**src/rtl/cpu_pkg.sv**
```systemverilog
`default_nettype none
// ============================================================================
//  Module : cpu_pkg
//  Brief  : Shared ALU opcodes, arbiter state encoding and opcode helper.
//           Contents:
//             ALU_OP_W, ALU_OP_ADD, ALU_OP_SUB  opcode width / legal opcodes
//             arb_state_e                       alu_arbiter FSM states
//             is_legal_op()                     1 when opcode is ADD or SUB
//  Rev    : 1.0  initial release
// ============================================================================
package cpu_pkg;

  localparam int              ALU_OP_W   = 6;
  localparam logic [ALU_OP_W-1:0] ALU_OP_ADD = 6'b100000;
  localparam logic [ALU_OP_W-1:0] ALU_OP_SUB = 6'b100010;

  typedef enum logic {
    ARB_IDLE = 1'b0,
    ARB_RESP = 1'b1
  } arb_state_e;

  // The ALU only implements ADD and SUB; anything else returns 0.
  function automatic logic is_legal_op(input logic [ALU_OP_W-1:0] op);
    return (op == ALU_OP_ADD) || (op == ALU_OP_SUB);
  endfunction

endpackage : cpu_pkg
`default_nettype wire

```
**src/rtl/rr_arb2.sv**
```systemverilog
`default_nettype none
// ============================================================================
//  Module : rr_arb2
//  Brief  : Two-way round-robin grant, purely combinational. The caller owns
//           the priority pointer and advances it after each grant.
//  Ports  : req[1:0]  in   request lines
//           pointer   in   requester currently holding priority
//           gnt[1:0]  out  one-hot grant (all zero when no request)
//  Rev    : 1.0  initial release
// ============================================================================
module rr_arb2 (
  input  logic [1:0] req,
  input  logic       pointer,
  output logic [1:0] gnt
);

  always_comb begin
    gnt = 2'b00;
    if (pointer == 1'b0) begin
      if (req[0])      gnt = 2'b01;
      else if (req[1]) gnt = 2'b10;
    end else begin
      if (req[1])      gnt = 2'b10;
      else if (req[0]) gnt = 2'b01;
    end
  end

endmodule : rr_arb2
`default_nettype wire

```
**src/rtl/alu_arbiter.sv**
```systemverilog
`default_nettype none
// ============================================================================
//  Module : alu_arbiter
//  Brief  : Shares one combinational ALU between requester 0 (execute) and
//           requester 1 (address/branch). Round-robin grant, registered result
//           returned on a single valid/ready response bus tagged with the id.
//  Ports  : clk, rst (async, active-low)
//           reqN_valid/ready/in1/in2/op   requester N issue interface (N=0,1)
//           rsp_valid/ready/id/data/zero/err  registered response
//           alu_in1/in2/opcode -> alu, alu_out/alu_zero <- alu
//           op_count  responses accepted by the consumer, wraps
//  Rev    : 1.0  initial release
// ============================================================================
module alu_arbiter
  import cpu_pkg::*;
#(
  parameter int WIDTH = 32,
  parameter int CNT_W = 16
) (
  input  logic                clk,
  input  logic                rst,
  input  logic                req0_valid,
  output logic                req0_ready,
  input  logic [WIDTH-1:0]    req0_in1,
  input  logic [WIDTH-1:0]    req0_in2,
  input  logic [ALU_OP_W-1:0] req0_op,
  input  logic                req1_valid,
  output logic                req1_ready,
  input  logic [WIDTH-1:0]    req1_in1,
  input  logic [WIDTH-1:0]    req1_in2,
  input  logic [ALU_OP_W-1:0] req1_op,
  output logic                rsp_valid,
  input  logic                rsp_ready,
  output logic                rsp_id,
  output logic [WIDTH-1:0]    rsp_data,
  output logic                rsp_zero,
  output logic                rsp_err,
  output logic [WIDTH-1:0]    alu_in1,
  output logic [WIDTH-1:0]    alu_in2,
  output logic [ALU_OP_W-1:0] alu_opcode,
  input  logic [WIDTH-1:0]    alu_out,
  input  logic                alu_zero,
  output logic [CNT_W-1:0]    op_count
);

  arb_state_e       state_q, state_d;
  logic             ptr_q, ptr_d;
  logic             rsp_valid_q, rsp_valid_d;
  logic             rsp_id_q, rsp_id_d;
  logic [WIDTH-1:0] rsp_data_q, rsp_data_d;
  logic             rsp_zero_q, rsp_zero_d;
  logic             rsp_err_q, rsp_err_d;
  logic [CNT_W-1:0] op_count_q, op_count_d;

  logic [1:0]       arb_req;
  logic [1:0]       gnt;

  // Requests are only presented to the arbiter while IDLE, so readiness is a
  // function of state and valids alone and never of rsp_ready.
  assign arb_req = (state_q == ARB_IDLE) ? {req1_valid, req0_valid} : 2'b00;

  rr_arb2 u_rr_arb2 (
    .req     (arb_req),
    .pointer (ptr_q),
    .gnt     (gnt)
  );

  assign req0_ready = gnt[0];
  assign req1_ready = gnt[1];

  // ALU operand mux; zero when nobody is granted.
  always_comb begin
    alu_in1    = '0;
    alu_in2    = '0;
    alu_opcode = '0;
    if (gnt[0]) begin
      alu_in1    = req0_in1;
      alu_in2    = req0_in2;
      alu_opcode = req0_op;
    end else if (gnt[1]) begin
      alu_in1    = req1_in1;
      alu_in2    = req1_in2;
      alu_opcode = req1_op;
    end
  end

  // Next-state / response register logic.
  always_comb begin
    state_d     = state_q;
    ptr_d       = ptr_q;
    rsp_valid_d = rsp_valid_q;
    rsp_id_d    = rsp_id_q;
    rsp_data_d  = rsp_data_q;
    rsp_zero_d  = rsp_zero_q;
    rsp_err_d   = rsp_err_q;
    op_count_d  = op_count_q;
    case (state_q)
      ARB_IDLE: begin
        if (gnt != 2'b00) begin
          rsp_data_d  = alu_out;
          rsp_zero_d  = alu_zero;
          rsp_id_d    = gnt[1];
          rsp_err_d   = ~is_legal_op(alu_opcode);
          rsp_valid_d = 1'b1;
          // Loser of a tie holds priority next time.
          ptr_d       = ~gnt[1];
          state_d     = ARB_RESP;
        end
      end
      ARB_RESP: begin
        if (rsp_valid_q && rsp_ready) begin
          rsp_valid_d = 1'b0;
          op_count_d  = op_count_q + CNT_W'(1);
          state_d     = ARB_IDLE;
        end
      end
      default: state_d = ARB_IDLE;
    endcase
  end

  always_ff @(posedge clk or negedge rst) begin
    if (!rst) begin
      state_q     <= ARB_IDLE;
      ptr_q       <= 1'b0;
      rsp_valid_q <= 1'b0;
      rsp_id_q    <= 1'b0;
      rsp_data_q  <= '0;
      rsp_zero_q  <= 1'b0;
      rsp_err_q   <= 1'b0;
      op_count_q  <= '0;
    end else begin
      state_q     <= state_d;
      ptr_q       <= ptr_d;
      rsp_valid_q <= rsp_valid_d;
      rsp_id_q    <= rsp_id_d;
      rsp_data_q  <= rsp_data_d;
      rsp_zero_q  <= rsp_zero_d;
      rsp_err_q   <= rsp_err_d;
      op_count_q  <= op_count_d;
    end
  end

  assign rsp_valid = rsp_valid_q;
  assign rsp_id    = rsp_id_q;
  assign rsp_data  = rsp_data_q;
  assign rsp_zero  = rsp_zero_q;
  assign rsp_err   = rsp_err_q;
  assign op_count  = op_count_q;

endmodule : alu_arbiter
`default_nettype wire

```
**config.mk**
```make
export PLATFORM = sky130hd
export DESIGN_NAME = alu_arbiter
export DESIGN_NICKNAME = d
export VERILOG_FILES = /design/src/rtl/cpu_pkg.sv /design/src/rtl/rr_arb2.sv /design/src/rtl/alu_arbiter.sv
export SDC_FILE = /design/constraint.sdc
export NUM_CORES = 1
export LEC_CHECK = 0
export ABC_CLOCK_PERIOD_IN_PS = 2060
export CELL_PAD_IN_SITES_DETAIL_PLACEMENT = 0
export CELL_PAD_IN_SITES_GLOBAL_PLACEMENT = 1
export CORE_MARGIN = 2
export CORE_UTILIZATION = 20
export CTS_CLUSTER_DIAMETER = 120
export CTS_CLUSTER_SIZE = 16
export DETAILED_ROUTE_END_ITERATION = 10
export PLACE_DENSITY_LB_ADDON = 0.1
export SLEW_MARGIN = 20
export SYNTH_ARGS = -nofsm -noshare
export SYNTH_HDL_FRONTEND = slang
export SYNTH_SLANG_ARGS = --single-unit
export TNS_END_PERCENT = 30
```
**constraint.sdc**
```tcl
create_clock -name clk -period 2.06 [get_ports clk]
set_clock_uncertainty 0.1 [all_clocks]
set_input_delay 0.412 -clock clk [delete_from_list [all_inputs] [get_ports clk]]
set_output_delay 0.412 -clock clk [all_outputs]
set_load 0.01 [all_outputs]
```
==> out/results.tsv <==
stage	metric	value	unit
cts	cts_buffers	5	
die	coreArea	13900	µm²
logic_synthesis	synth_largest_area_cell	dfrtp_1	
sta	max_freq	468	MHz
setup_path	crit_type	flip-flop to output port	
cells_and_area	multiInputGateArea	1450	µm²
die	start_util	20.6	%
cts	cts-root-buf	clkbuf_16	
placement	gp_congestion	0.804	
detailed_routing	wire_per_inst	18.4	µm
sta	fin_tns_setup	-2.93	ns
run_status	violations	setup timing	
sta	worst_pin_slew	0.530	ns
logic_synthesis	ys_warn_count	0	
cts	cts.clk_slew.worst_paths	0.07	ns
grt	track_usage	16.8	%
setup_path	required	1.55	ns
cells_and_area	drive_gt1_share	29.4	%
detailed_routing	drt_wl_total	13900	µm
setup_path	cp-end-kind	output port	
hold_path	hp-class	input port to flip-flop	
cts	clock_latency	0.29	ns
power	p_total	6.83	mW
die	rows	43	
sta	finalCritPeriodShare	104	%
logic_synthesis	yosysSeqAreaShare	47.1	%
sta	rsz0062_at_grt	true	
run_status	status	finished with violations	
logic_synthesis	synthTopCellsByArea	dfrtp_1 47%, a22o_1 21%, mux2_2 13%, xnor2_1 3.7%, buf_2 2.4%	
cells_and_area	regArea	1350	µm²
cts	cts_tree	built	
detailed_routing	antenna_left	0	
logic_synthesis	netlist.area_leader.share	47.1	%
cells_and_area	fill_cells	1338	
cells_and_area	layout_commonest_cell	clkdlybuf4s50_1	
logic_synthesis	netlist_instances	237	
die	die_h	124	µm
setup_path	timing.critical_path.arrival	1.62	ns
cells_and_area	design_area	6510	µm²
logic_synthesis	avgSynthCellArea	12.1	µm²
cells_and_area	syn_to_final_growth	127	%
logic_synthesis	synth_seq_cells	54	
sta	holdWs	0.354	ns
cts	cts_max_level	2	
die	die_w	124	µm
grt	antenna_found_initial	2	
setup_path	r2r_setup_slack	0.52	ns
sta	worst_slack	-0.0758	ns
cells_and_area	mostFrequentLayoutCells	226 x clkdlybuf4s50_1, 69 x a22o_1, 61 x buf_2	
grt	grt_pass1_vias	3365	
placement	io_buffers	301	
sta	hold_viol_final	0	
sta	setup_viol	69	
grt	grt_start_max_net_pins	35	
sta	finalMaxSlewViolations	0	
detailed_routing	dr.pass1.iters	4	
job	cap_violations	0	
logic_synthesis	syn_area	2870	µm²
grt	grt_overflow_total	0	
die	ioPinCount	302	
die	die_area	15300	µm²
placement	hpwlAfterDp	10700	µm
power	vdd_drop_max	0.000709	V
placement	place_area	6330	µm²
logic_synthesis	yosysUniqueCellTypes	28	
cells_and_area	fin_nets	750	
grt	grt_pass1_wl	19300	µm
detailed_routing	drtIter0Drc	71	
logic_synthesis	synthesis.nets	416	
cts	clock_path_buffers	2	
detailed_routing	drc	0	
setup_path	crit_fanout	9	
setup_path	cp-start-kind	flip-flop	
detailed_routing	via_per_inst	4.48	
power	p_per_area	1050	nW/µm²
placement	pre_cts_ws	-0.643	ns
power	leakagePower	2.89	nW
sta	slew_headroom	64.7	%
sta	min_period	2.14	ns
cts	clock_sinks	54	
detailed_routing	via_count	3380	
## state kept, by name, summed over array words and instances (netlist names)
signal / count
rsp_data: 32
op_count: 16
ptr_q: 1
rsp_err: 1
rsp_id: 1
rsp_valid: 1
rsp_zero: 1
state_q: 1
## power breakdown
| group | switching (mW) | internal, mW |
|---|---|---|
| Sequential | 0.269 | 1.50 |
| Combinational | 1.62 | 2.51 |
| Clock | 0.363 | 0.575 |
| Total | 2.25 | 4.58 |
## final timing paths
check                                               from                  endpoint  cells after the start
worst max-delay path                   ptr_q$_DFFE_PN0P_             alu_opcode[4]                      6
worst min-delay path                          req0_valid         ptr_q$_DFFE_PN0P_                      3
worst max register to register   op_count[0]$_DFFE_PN0P_   op_count[8]$_DFFE_PN0P_                      5
worst min register to register  op_count[15]$_DFFE_PN0P_  op_count[15]$_DFFE_PN0P_                      1
max in group asynchronous                            rst   rsp_data[2]$_DFFE_PN0P_                      3
min in group asynchronous                            rst   op_count[6]$_DFFE_PN0P_                      2
## cell usage after synthesis (all sizes together)
library cell and count:
a22o 69, dfrtp 54, mux2 34, buf 18, nand2 12, xnor2 12, nand3 9, and3 3
nand4 3, nor2 3, xor2 3, a21oi 2, inv 2, nand2b 2, nor3 2, o41ai 2
a21o 1, a32oi 1, ha 1, nand3b 1, nor2b 1, o21ai 1, o21bai 1
## layer usage
metal / share of wire [%] / track usage [%] / wire, µm
met5: 0 / 0 / 0
met1: 37 / 18.7 / 5180
met4: 2.4 / 5.97 / 340
met3: 10 / 4.76 / 1390
met2: 50 / 30.3 / 6990
## logic make-up (layout without fill, tap and decap cells)
logic type,after synthesis,after routing,share of synthesized area [%]
AOI/OAI and AO/OA,77,77,23.2
DFF,54,54,47.1
and+or+nand+nor,36,36,7.16
muxes,34,34,13.4
buffers and inverters,20,355,4.15
xor gates and xnor gates,15,15,4.58
adders and majority gates,1,1,0.436
other,0,2,0
## worst max-delay path: stages, from the launching register on
cell and delay, ns:
dfrtp_2 0.44, buf_6 0.13, a21oi_4 0.15, buf_12 0.17, clkbuf_16 0.16, a22o_1 0.14
buf_2 0.13
## per-stage QoR
stage	instances	util, %
2_1_floorplan	237	-
3_3_place_gp	729	45.4
3_5_place_dp	729	45.4
4_1_cts	751	46.5
5_1_grt	754	46.7
6_report	754	46.7
## repair_timing
item / CTS / global route
hold buffers: 1 / 0
gates resized for setup: 307 / 23
buffers inserted: 8 / 1
cloned: 5 / 2
pin swaps: 22 / 16
hold endpoints to repair: 4 / 0
endpoints found under the setup margin: 72 / 72
## cell type report
type                            instances  share of cell area [%]
Timing Repair Buffer                  345                    50.9
Multi-Input combinational cell        163                    22.2
Sequential cell                        54                    20.8
Tap cell                              180                    3.46
Clock buffer                            7                    2.04
Clock inverter                          1                   0.461
Inverter                                2                   0.115
Antenna cell                            2                  0.0769
No activity file was read; power rests on OpenSTA's default activity.
